--- config.mk ---
export PLATFORM = sky130hd
export DESIGN_NAME = eceg_scalar_mult_ctrl
export DESIGN_NICKNAME = d
export VERILOG_FILES = /design/src/rtl/eceg_scalar_mult_ctrl.sv
export SDC_FILE = /design/constraint.sdc
export NUM_CORES = 1
export LEC_CHECK = 0
export ABC_AREA = 0
export ABC_CLOCK_PERIOD_IN_PS = 2800
export BUFFER_PORTS_ARGS = -buffer_cell sky130_fd_sc_hd__buf_2
export CELL_PAD_IN_SITES_DETAIL_PLACEMENT = 0
export CELL_PAD_IN_SITES_GLOBAL_PLACEMENT = 1
export CORE_MARGIN = 1
export CORE_UTILIZATION = 34
export CTS_CLUSTER_SIZE = 40
export DETAILED_ROUTE_END_ITERATION = 8
export PLACE_DENSITY_LB_ADDON = 0.1
export SYNTH_ARGS = -nofsm -noshare
export SYNTH_HDL_FRONTEND = slang
export SYNTH_SLANG_ARGS = --single-unit
--- constraint.sdc ---
create_clock -name clk -period 2.8 [get_ports clk]
set_clock_uncertainty 0.2 [all_clocks]
set_input_delay 0.28 -clock clk [delete_from_list [all_inputs] [get_ports clk]]
set_output_delay 0.28 -clock clk [all_outputs]
set_load 0.02 [all_outputs]
--- src/rtl/eceg_scalar_mult_ctrl.sv ---
// Double-and-add sequencer for the shared ECEG point-arithmetic unit.
// Computes k*P left to right by issuing LOAD/DBL/ADD commands. A round-robin
// arbiter picks between the encrypt and decrypt requesters. No point data
// is held here.
`ifndef DATAWIDTH
`define DATAWIDTH 16
`endif

module eceg_scalar_mult_ctrl #(
  parameter int unsigned DATAWIDTH = `DATAWIDTH,
  parameter int unsigned SCALAR_W  = DATAWIDTH,
  parameter int unsigned IDX_W     = (SCALAR_W > 1) ? $clog2(SCALAR_W) : 1
) (
  input  logic                clk,
  input  logic                rst_n,
  input  logic                req_enc,
  input  logic [SCALAR_W-1:0] k_enc,
  input  logic                req_dec,
  input  logic [SCALAR_W-1:0] k_dec,
  output logic                gnt_enc,
  output logic                gnt_dec,
  output logic                op_valid,
  output logic [1:0]          op_code,
  input  logic                op_ready,
  input  logic                op_done,
  output logic                busy,
  output logic                done,
  output logic                done_owner,
  output logic                res_inf,
  output logic [IDX_W-1:0]    bit_idx
);

  localparam logic [1:0] OP_LOAD = 2'b00;
  localparam logic [1:0] OP_DBL  = 2'b01;
  localparam logic [1:0] OP_ADD  = 2'b10;

  typedef enum logic [2:0] {
    S_IDLE,
    S_GRANT,
    S_SCAN,
    S_ISSUE,
    S_WAIT,
    S_NEXT,
    S_DONE
  } state_t;

  state_t              state_q, state_d;
  logic [SCALAR_W-1:0] kreg_q, kreg_d;
  logic                owner_q, owner_d;
  logic                last_owner_q, last_owner_d;

  logic                gnt_enc_d, gnt_dec_d;
  logic                op_valid_d;
  logic [1:0]          op_code_d;
  logic                busy_d, done_d, done_owner_d, res_inf_d;
  logic [IDX_W-1:0]    bit_idx_d;

  logic                winner_c;
  logic                kbit_c;

  // Current scalar bit under inspection.
  assign kbit_c = kreg_q[bit_idx];

  // State and registered outputs; reset aborts any job in flight.
  always_ff @(posedge clk or negedge rst_n) begin
    if (!rst_n) begin
      state_q      <= S_IDLE;
      kreg_q       <= '0;
      owner_q      <= 1'b0;
      last_owner_q <= 1'b1;
      gnt_enc      <= 1'b0;
      gnt_dec      <= 1'b0;
      op_valid     <= 1'b0;
      op_code      <= OP_LOAD;
      busy         <= 1'b0;
      done         <= 1'b0;
      done_owner   <= 1'b0;
      res_inf      <= 1'b0;
      bit_idx      <= '0;
    end else begin
      state_q      <= state_d;
      kreg_q       <= kreg_d;
      owner_q      <= owner_d;
      last_owner_q <= last_owner_d;
      gnt_enc      <= gnt_enc_d;
      gnt_dec      <= gnt_dec_d;
      op_valid     <= op_valid_d;
      op_code      <= op_code_d;
      busy         <= busy_d;
      done         <= done_d;
      done_owner   <= done_owner_d;
      res_inf      <= res_inf_d;
      bit_idx      <= bit_idx_d;
    end
  end

  // Next state, arbitration and command selection.
  always_comb begin
    state_d      = state_q;
    kreg_d       = kreg_q;
    owner_d      = owner_q;
    last_owner_d = last_owner_q;
    gnt_enc_d    = 1'b0;
    gnt_dec_d    = 1'b0;
    op_valid_d   = op_valid;
    op_code_d    = op_code;
    busy_d       = busy;
    done_d       = 1'b0;
    done_owner_d = done_owner;
    res_inf_d    = res_inf;
    bit_idx_d    = bit_idx;

    // On a tie the requester that was not served last wins.
    winner_c = (req_enc && req_dec) ? ~last_owner_q : req_dec;

    case (state_q)
      S_IDLE: begin
        if (req_enc || req_dec) begin
          state_d      = S_GRANT;
          gnt_enc_d    = ~winner_c;
          gnt_dec_d    = winner_c;
          owner_d      = winner_c;
          last_owner_d = winner_c;
          busy_d       = 1'b1;
        end
      end

      // The grant pulse is visible now, so the scalar is taken this cycle.
      S_GRANT: begin
        kreg_d    = owner_q ? k_dec : k_enc;
        bit_idx_d = IDX_W'(SCALAR_W - 1);
        state_d   = S_SCAN;
      end

      S_SCAN: begin
        if (kbit_c) begin
          op_valid_d = 1'b1;
          op_code_d  = OP_LOAD;
          state_d    = S_ISSUE;
        end else if (bit_idx == '0) begin
          res_inf_d    = 1'b1;
          done_d       = 1'b1;
          done_owner_d = owner_q;
          state_d      = S_DONE;
        end else begin
          bit_idx_d = bit_idx - IDX_W'(1);
        end
      end

      S_ISSUE: begin
        if (op_ready) begin
          op_valid_d = 1'b0;
          state_d    = S_WAIT;
        end
      end

      S_WAIT: begin
        if (op_done) begin
          state_d = S_NEXT;
        end
      end

      // op_code still holds the command that just completed.
      S_NEXT: begin
        if ((op_code == OP_DBL) && kbit_c) begin
          op_valid_d = 1'b1;
          op_code_d  = OP_ADD;
          state_d    = S_ISSUE;
        end else if (bit_idx == '0) begin
          res_inf_d    = 1'b0;
          done_d       = 1'b1;
          done_owner_d = owner_q;
          state_d      = S_DONE;
        end else begin
          bit_idx_d  = bit_idx - IDX_W'(1);
          op_valid_d = 1'b1;
          op_code_d  = OP_DBL;
          state_d    = S_ISSUE;
        end
      end

      S_DONE: begin
        busy_d       = 1'b0;
        done_owner_d = 1'b0;
        res_inf_d    = 1'b0;
        state_d      = S_IDLE;
      end

      default: begin
        state_d = S_IDLE;
      end
    endcase
  end

endmodule

==> reports/results.ini <==
[clock_tree]
post_cts_buffers=0
clkTransAtPathRegs_ps=70
cts_buffers=5
clock_latency_ps=290
clock-root-buffer=clkbuf_8
post_cts_resized=0
cts_tree=done
htreeDepth=2
cts_hold_buf=2
clock_path_buffers=2
cts.sinks=34

[global_routing]
antenna_found_initial=0
use_met3=0.0479
grt_pass1_vias=1416
use_met1=0.219
grt_max_degree=35
grt_usage=0.149
busiest_layer=met1
grt_pass1_wl_mm=6.80
grt_overflow=0
met2_usage=0.198

[route]
drc=0
vias=1550
ant_nets=0
postRouteWirelength_mm=4.00
drtIter0Drc=107
dr.pass1.iters=5
post_drt_via_cell_ratio=4.81
routedWlPerCell_um=12.4

[sta]
slew_violations=0
timing.final.crit_share=0.861
tns_ps=0
min_period_ps=2410
setup-violations-final=0
tightest_slew_ps=939
finalHoldViolCount=0
max_freq_ghz=0.415
slew_headroom=0.374
rsz0062_at_grt=no
worst_hold_slack_ps=31.7

[die]
start_util=0.361
coreArea_um2=5200
die_w_um=76.3
boundaryPins=51
die_area_um2=5820
num_rows=26
die_h_um=76.3

[worst_setup_path]
path_max_fanout=14
start_kind=flop
critPathKind=flop to flop
critPathRequiredTime_ps=2770
cp-startpoint=bit_idx[2]$_DFFE_PN0P_
slowest_stage=dfrtp_1
worstReg2RegStart=bit_idx[2]$_DFFE_PN0P_
slowest_delay_ps=700
worstPathArrival_ps=2380
critPathCaptureType=flop
crit_chain=mux2i_1 > a22oi_2 > a31oi_2 > o31ai_4 > nor3_1 > or3b_1

[placed_design]
gp_congestion=0.779
portBuffers=50
dp_hpwl_mm=2.88

[yosys]
synth_cell_type_count=39
synth.avg_cell_area_um2=9.48
synth_area_um2=1880
synth_seq_area_share=0.454
syn_inst=198
yosysWarningCount=0
ys_seq_elements=34
synth_nets=238

[final_layout]
diodes=0
fin_nets=291
area_growth_pct=24.0
fillers=524
drive_gt1_frac=0.294
layout_common_cells=buf_2, dfrtp_1, nor2_1
layout_commonest_cell=buf_2

[power_and_ir_drop]
leakage_nw=1.11
vdd_drop_max_v=0.000484
p_per_area_nw_per_um2=1070

[job]
drv_cap=0

[outcome]
status=finished, final reports clean

[min_path]
hp-start=req_dec
hp-class=input port to flop

==> logic make-up after synthesis <==
| logic type | synth area share |
|---|---|
| fa+ha+maj | 0.0133 |
| simple gates | 0.163 |
| xor+xnor | 0.00467 |
| mux | 0.139 |
| compound gates | 0.185 |
| buf+inv | 0.0407 |
| flops | 0.454 |
==> stage by stage <==
stage	total power [mW]	std cells	utilization	worst slack (ps)	cell area, um2
after global routing	2.71	322	0.447	221	2330
after global placement	2.05	312	0.422	408	2200
after floorplan	1.77	198	-	569	1880
after CTS	2.51	322	0.447	358	2330
after detailed placement	2.05	312	0.422	371	2200
final	2.48	322	0.447	389	2330
==> metal layers <==
layer / wire [um] / share of wire
met5: 0 / 0
met4: 45 / 0.011
met3: 178 / 0.045
met2: 1670 / 0.42
met1: 2110 / 0.53
==> critical path, delay by kind of cell (launching register included) <==
| kind | cells | cell delay (ps) |
|---|---|---|
| DFF | 1 | 700 |
| and+or+nand+nor | 2 | 440 |
| muxes | 1 | 180 |
| AOI/OAI and AO/OA | 3 | 780 |
==> power breakdown <==
part / internal, mW / switching, mW / leakage (nW) / total [mW]
combinational: 0.512 / 0.606 / 0.668 / 1.12
clock: 0.262 / 0.183 / 0.0579 / 0.444
sequential: 0.695 / 0.224 / 0.389 / 0.919
==> flip-flops by register name, indices dropped and copies added, names as in the netlist <==
name / count
kreg_q: 16
bit_idx: 4
state_q: 3
op_code: 2
busy: 1
done: 1
done_owner: 1
gnt_dec: 1
gnt_enc: 1
last_owner_q: 1
op_valid: 1
owner_q: 1
res_inf: 1
==> path summary, 6_finish.rpt <==
| path | slack [ps] | cells after the start | to |
|---|---|---|---|
| worst max-delay path | 390 | 6 | bit_idx[3]$_DFFE_PN0P_ |
| worst min-delay path | 30 | 2 | gnt_enc$_DFF_PN0_ |
| worst max register to register | 390 | 6 | bit_idx[3]$_DFFE_PN0P_ |
| worst min register to register | 280 | 2 | op_valid$_DFFE_PN0P_ |
| max in group asynchronous | 1530 | 2 | kreg_q[6]$_DFFE_PN0P_ |
| min in group asynchronous | 390 | 2 | done_owner$_DFFE_PN0P_ |
==> area by class of cell <==
type	count	area [um2]	share of cell area
tap	70	87.6	0.0376
clock inverter	3	40.0	0.0172
inverter	6	22.5	0.00968
clock buffer	5	68.8	0.0296
multi-input combinational	147	948	0.408
timing repair buffer	57	308	0.132
sequential	34	852	0.366
==> cell usage after synthesis <==
library cell,instances,area share
a211oi_1,1,0.0040
a21o_1,1,0.0040
a21oi_1,26,0.069
a221oi_2,1,0.0080
a22o_1,2,0.0093
a22o_2,1,0.0053
a22oi_1,1,0.0040
a22oi_2,1,0.0067
a2bb2oi_1,1,0.0047
a31oi_1,2,0.0067
a31oi_2,2,0.013
and2_1,2,0.0067
and2_4,1,0.0047
buf_1,1,0.0020
buf_2,1,0.0027
buf_4,1,0.0040
buf_6,1,0.0060
clkbuf_1,7,0.014
dfrtp_1,33,0.44
dfstp_2,1,0.014
ha_1,2,0.013
inv_1,6,0.012
mux2_2,1,0.0060
mux2i_1,25,0.13
nand2_1,12,0.024
nand2b_1,1,0.0033
nand3_1,3,0.0080
nor2_1,28,0.056
nor2b_1,7,0.023
nor3_1,6,0.016
nor3b_1,1,0.0040
o21ai_0,9,0.024
o22ai_1,2,0.0067
o31ai_1,2,0.0080
o31ai_4,1,0.011
or2_2,1,0.0033
or3_2,1,0.0040
or3b_1,2,0.0093
xor2_1,1,0.0047
(Power assumes the default switching activity.)
